==> src/rtl/sc_level_progress.sv <==
// ---------------------------------------------------------------------------
// sc_level_progress
//   Tracks the frog's level and its progress through that level. Start begins
//   level 1. Each frog advance counts one row, saturating at PROGRESS_TARGET,
//   and a death sends progress back to 0. A finish reported while progress is
//   at target spends one ADVANCE cycle: LevelUp_Out pulses during that cycle
//   and the level increments at its end. Finishing MAX_LEVEL parks the block
//   in DONE until reset.
//
// Ports
//   SC_LEVEL_STATEMACHINE_CLOCK_50     in   50 MHz clock, rising edge
//   SC_LEVEL_STATEMACHINE_RESET_InHigh in   async reset, active high
//   Start_In                           in   game start (edge detected)
//   FrogAdvance_In                     in   frog moved one row (edge detected)
//   FrogDeath_In                       in   frog died (edge detected)
//   LevelFinished_In                   in   level-finished flag
//   StartCount_In                      in   1 = hold, advances not counted
//   CurrentLevel_Out   [LEVEL_WIDTH]   out  level number (0 = not started)
//   LvlProgressCount_Out [PROGRESS_WIDTH] out  rows advanced this level
//   LevelUp_Out                        out  one-cycle pulse per level increment
//   GameDone_Out                       out  high in DONE
// ---------------------------------------------------------------------------
module sc_level_progress #(
  parameter int LEVEL_WIDTH     = 3,
  parameter int PROGRESS_WIDTH  = 5,
  parameter int PROGRESS_TARGET = 12,
  parameter int MAX_LEVEL       = 3
) (
  input  logic                      SC_LEVEL_STATEMACHINE_CLOCK_50,
  input  logic                      SC_LEVEL_STATEMACHINE_RESET_InHigh,
  input  logic                      Start_In,
  input  logic                      FrogAdvance_In,
  input  logic                      FrogDeath_In,
  input  logic                      LevelFinished_In,
  input  logic                      StartCount_In,
  output logic [LEVEL_WIDTH-1:0]    CurrentLevel_Out,
  output logic [PROGRESS_WIDTH-1:0] LvlProgressCount_Out,
  output logic                      LevelUp_Out,
  output logic                      GameDone_Out
);

  localparam logic [PROGRESS_WIDTH-1:0] TARGET    = PROGRESS_WIDTH'(PROGRESS_TARGET);
  localparam logic [LEVEL_WIDTH-1:0]    LVL_FIRST = LEVEL_WIDTH'(1);
  localparam logic [LEVEL_WIDTH-1:0]    LVL_LAST  = LEVEL_WIDTH'(MAX_LEVEL);
  localparam logic [LEVEL_WIDTH-1:0]    LVL_FINAL = LEVEL_WIDTH'(MAX_LEVEL + 1);

  typedef enum logic [1:0] {
    ST_IDLE    = 2'd0,
    ST_PLAY    = 2'd1,
    ST_ADVANCE = 2'd2,
    ST_DONE    = 2'd3
  } state_e;

  state_e                    state_q, state_d;
  logic [LEVEL_WIDTH-1:0]    level_q, level_d;
  logic [PROGRESS_WIDTH-1:0] prog_q,  prog_d;
  logic                      lvlup_q, lvlup_d;
  logic                      done_q,  done_d;

  // Previous samples, bit order {death, advance, start}. They update every
  // cycle regardless of state, so an edge that lands in ADVANCE is consumed
  // and not seen again later.
  logic [2:0] prev_q;
  logic [2:0] in_vec;
  logic [2:0] edge_w;
  logic       start_e, adv_e, death_e;

  assign in_vec  = {FrogDeath_In, FrogAdvance_In, Start_In};
  assign edge_w  = in_vec & ~prev_q;
  assign start_e = edge_w[0];
  assign adv_e   = edge_w[1];
  assign death_e = edge_w[2];

  always_ff @(posedge SC_LEVEL_STATEMACHINE_CLOCK_50 or
              posedge SC_LEVEL_STATEMACHINE_RESET_InHigh) begin
    if (SC_LEVEL_STATEMACHINE_RESET_InHigh) begin
      state_q <= ST_IDLE;
      level_q <= '0;
      prog_q  <= '0;
      lvlup_q <= 1'b0;
      done_q  <= 1'b0;
      prev_q  <= '0;
    end else begin
      state_q <= state_d;
      level_q <= level_d;
      prog_q  <= prog_d;
      lvlup_q <= lvlup_d;
      done_q  <= done_d;
      prev_q  <= in_vec;
    end
  end

  always_comb begin
    state_d = state_q;
    level_d = level_q;
    prog_d  = prog_q;
    lvlup_d = 1'b0;
    done_d  = done_q;
    unique case (state_q)
      ST_IDLE: begin
        if (start_e) begin
          level_d = LVL_FIRST;
          prog_d  = '0;
          state_d = ST_PLAY;
        end
      end
      ST_PLAY: begin
        // Death wins over both a simultaneous advance and a qualified finish.
        if (death_e) begin
          prog_d = '0;
        end else if (LevelFinished_In && (prog_q == TARGET)) begin
          state_d = ST_ADVANCE;
          lvlup_d = 1'b1;
        end else if (adv_e && !StartCount_In && (prog_q < TARGET)) begin
          prog_d = prog_q + PROGRESS_WIDTH'(1);
        end
      end
      ST_ADVANCE: begin
        // LevelUp_Out is high during this cycle; the new level lands at its end.
        level_d = level_q + LEVEL_WIDTH'(1);
        prog_d  = '0;
        if (level_q == LVL_LAST) begin
          state_d = ST_DONE;
          done_d  = 1'b1;
        end else begin
          state_d = ST_PLAY;
        end
      end
      ST_DONE: begin
        level_d = LVL_FINAL;
        prog_d  = '0;
        done_d  = 1'b1;
      end
      default: begin
        state_d = ST_IDLE;
        level_d = '0;
        prog_d  = '0;
        done_d  = 1'b0;
      end
    endcase
  end

  assign CurrentLevel_Out     = level_q;
  assign LvlProgressCount_Out = prog_q;
  assign LevelUp_Out          = lvlup_q;
  assign GameDone_Out         = done_q;

endmodule

==> config.mk <==
export PLATFORM = sky130hd
export DESIGN_NAME = sc_level_progress
export DESIGN_NICKNAME = d
export VERILOG_FILES = /design/src/rtl/sc_level_progress.sv
export SDC_FILE = /design/constraint.sdc
export NUM_CORES = 1
export LEC_CHECK = 0
export CAP_MARGIN = 20
export CORE_MARGIN = 4
export CORE_UTILIZATION = 44
export CTS_BUF_LIST = sky130_fd_sc_hd__clkbuf_4 sky130_fd_sc_hd__clkbuf_8
export CTS_CLUSTER_DIAMETER = 80
export DETAILED_ROUTE_END_ITERATION = 8
export GPL_TIMING_DRIVEN = 0
export PLACE_DENSITY = 0.73
export SYNTH_ARGS = -nofsm -noshare
export SYNTH_HDL_FRONTEND = slang
export SYNTH_SLANG_ARGS = --single-unit
==> constraint.sdc <==
create_clock -name SC_LEVEL_STATEMACHINE_CLOCK_50 -period 1.3 [get_ports SC_LEVEL_STATEMACHINE_CLOCK_50]
set_input_delay 0.26 -clock SC_LEVEL_STATEMACHINE_CLOCK_50 [delete_from_list [all_inputs] [get_ports SC_LEVEL_STATEMACHINE_CLOCK_50]]
set_output_delay 0.26 -clock SC_LEVEL_STATEMACHINE_CLOCK_50 [all_outputs]
set_load 0.005 [all_outputs]
==> flow_summary_export.csv <==
group,metric,value,unit
pwr,power,0.000819,W
outcome,violations,"setup timing",
outcome,status,"complete, but fails checks",
floorplanning,num_rows,15,
setup_path,path_delay_family,"simple AND/OR/NAND/NOR gates",
logic_synthesis,yosysUniqueCellTypes,27,
setup_path,critPathMaxStageDelay,0.41,ns
timing,fin_crit,1.48,ns
drt,viasPerCell,4.93,
floorplanning,core,0.00173,sq mm
logic_synthesis,synthCells,72,
drt,antenna_left,0,
global_routing,antenna_found_initial,0,
setup_path,cp_max_fo,6,
layout,synthToLayoutAreaGrowth,57.8,%
drt,drt-initial-drc-count,5,
drt,vias,656,
setup_path,path_buf_inv,1,
pwr,vdd_drop_max,0.599,mV
layout,drive_above_1_share,0.407,
placed_design,placed_area,0.00101,sq mm
timing,relSlewSlack,0.617,
timing,tightest_slew,0.574,ns
layout,diodes,0,
logic_synthesis,async_flop_share,1.00,
setup_path,startpoint,"state_q[1]",
setup_path,r2r-start,"state_q[1]",
timing,setup_viol,8,
setup_path,endpoint_kind,"flop",
drt,wl_per_cell,13.8,um
floorplanning,start_util,0.465,
placed_design,dp.final_hpwl,1.09,mm
clock_network,cts_tree,"yes",
drt,wirelength,1.83,mm
floorplanning,die_y,50.7,um
setup_path,crit_slowest_cell,"dfrtp_1",
clock_network,cts.path.max_buffers,2,
clock_network,cts_made_buffers,3,
clock_network,holdBufCountCts,0,
min_path,min_path_type,"primary input to async pin",
floorplanning,dieWidth,50.7,um
setup_path,required,1.48,ns
logic_synthesis,ys_ff_latch,15,
setup_path,path_cells,"inv_4 -> ha_4 -> or2b_4 -> and3b_1 -> mux2_4",
timing,setup_ws,-0.178,ns
global_routing,grt_overflow_total,0,
drt,dr.pass1.iters,4,
clock_network,cts-root-buf,"clkbuf_4",
layout,layout.nets,125,
global_routing,grt_util_all_layers,0.152,
timing,finalCritPeriodShare,1.14,
timing,clock_skew,0.00450,ns
run,maxCapViolations,0,
placed_design,gp_congestion,0.731,
setup_path,critPathKind,"flop to flop",
timing,fmax,676,MHz
logic_synthesis,avgSynthCellArea,11.2,sq um
floorplanning,dieArea,0.00257,sq mm
floorplanning,io-pin-count,17,
timing,hold_viol,0,
clock_network,path_clk_slew,0.10,ns
clock_network,h-tree-depth,1,
pwr,power.density,646,mW/mm^2
clock_network,clock_sinks,15,
timing,drv_slew,0,
logic_synthesis,synthesis.nets,88,
logic_synthesis,yosysWarnings,0,
logic_synthesis,yosysSeqAreaShare,0.467,
setup_path,setup.worst_path.start_class,"flop",
global_routing,grt_max_degree,16,
global_routing,grt_pass1_wl,2.93,mm
logic_synthesis,synth_edf_count,0,
setup_path,crit_arrival,1.65,ns
placed_design,io_buffers,16,
global_routing,grt_pass1_vias,631,
pwr,p_leak,0.610,nW
logic_synthesis,synthFlopType,"dfrtp_1",
layout,fin_area,0.00127,sq mm
clock_network,clk_latency,0.29,ns
logic_synthesis,netlist_area,803,sq um
timing,grt_setup_unrepaired,"yes",
drt,drc,0,
report_power, final:
group          switching [W]  leakage (nW)  internal, W
clock               0.000161        0.0184     0.000140
sequential        0.00000225         0.181     0.000471
combinational      0.0000208         0.410    0.0000238
total               0.000184         0.610     0.000635
final timing paths:
kind                                                              to  slack (ns)  depth (start not counted)
worst min-delay path                                    GameDone_Out        0.31                          2
max in group asynchronous                                 state_q[0]        0.58                          2
worst min register to register                          GameDone_Out        0.49                          2
worst max-delay path                         LvlProgressCount_Out[0]       -0.18                          5
min in group SC_LEVEL_STATEMACHINE_CLOCK_50                prev_q[2]        0.43                          1
worst max register to register               LvlProgressCount_Out[0]       -0.18                          5
cells in the mapped netlist, types with 2 or more instances:
cell,instances,area [sq um]
mux2_2,2,22.5
a31oi_1,2,12.5
o21ai_0,3,15.0
inv_1,9,33.8
a21oi_1,4,20.0
nand2_1,6,22.5
nor2b_1,3,18.8
ha_1,9,113
dfrtp_1,15,375
mux2i_1,2,20.0
cell usage in the layout (no fill, tap or decap), types with 2 or more instances in the layout:
cell type	n
dfrtp_1	14
buf_4	12
dlygate4sd2_1	9
nand2_1	6
ha_4	6
clkdlybuf4s50_1	6
inv_1	5
clkbuf_4	4
buf_6	4
o21ai_1	3
nor2b_2	2
inv_2	2
inv_4	2
mux2i_1	2
mux2_4	2
a31oi_1	2
a21oi_1	2
ha_1	2
flip-flops by register name (all words and copies together) (netlist names):
register              flops
prev_q                    3
GameDone_Out              1
state_q                   2
LvlProgressCount_Out      5
LevelUp_Out               1
CurrentLevel_Out          3
per-stage QoR:
step | cells | worst slack (ns) | hold slack, ns | util | setup TNS, ns
floorplan | 72 | -0.0632 | 0.161 | - | -0.215
global placement | 113 | -0.409 | 0.461 | 0.586 | -2.06
detailed placement | 113 | -0.463 | 0.469 | 0.586 | -2.30
CTS | 128 | -0.150 | 0.342 | 0.684 | -0.652
global route | 133 | -0.239 | 0.361 | 0.734 | -1.29
finish | 133 | -0.178 | 0.315 | 0.734 | -0.750
metal layers:
metal / vias to the layer above / part of all wire / track usage
li1: 323 / - / -
met1: 314 / 0.43 / 0.191
met2: 14 / 0.50 / 0.239
met3: 5 / 0.051 / 0.0386
met4: 0 / 0.020 / 0.0807
met5: - / 0 / 0
cell type report:
class                   instances  area [sq um]
multi-input cells              48           507
well taps                      25          31.3
fillers                       120           459
repair buffers                 32           284
clock buffers                   4          30.0
inverters                       9          38.8
flip-flops and latches         15           377
logic make-up (layout without fill, tap and decap cells):
kind of cell / count (synthesis) / after routing / share of synthesized area
and+or+nand+nor: 20 / 20 / 0.170
AOI/OAI and AO/OA: 15 / 15 / 0.128
DFF: 15 / 15 / 0.467
adders and majority gates: 9 / 9 / 0.140
buffers and inverters: 9 / 45 / 0.0421
muxes: 4 / 4 / 0.0530
repair_timing:
| item | in CTS | in global routing |
|---|---|---|
| cloned | 0 | 0 |
| resized for setup | 27 | 13 |
| setup endpoints to repair | 16 | 11 |
| buffers inserted | 11 | 6 |
| pin swaps | 2 | 4 |
(Power assumes the default switching activity.)
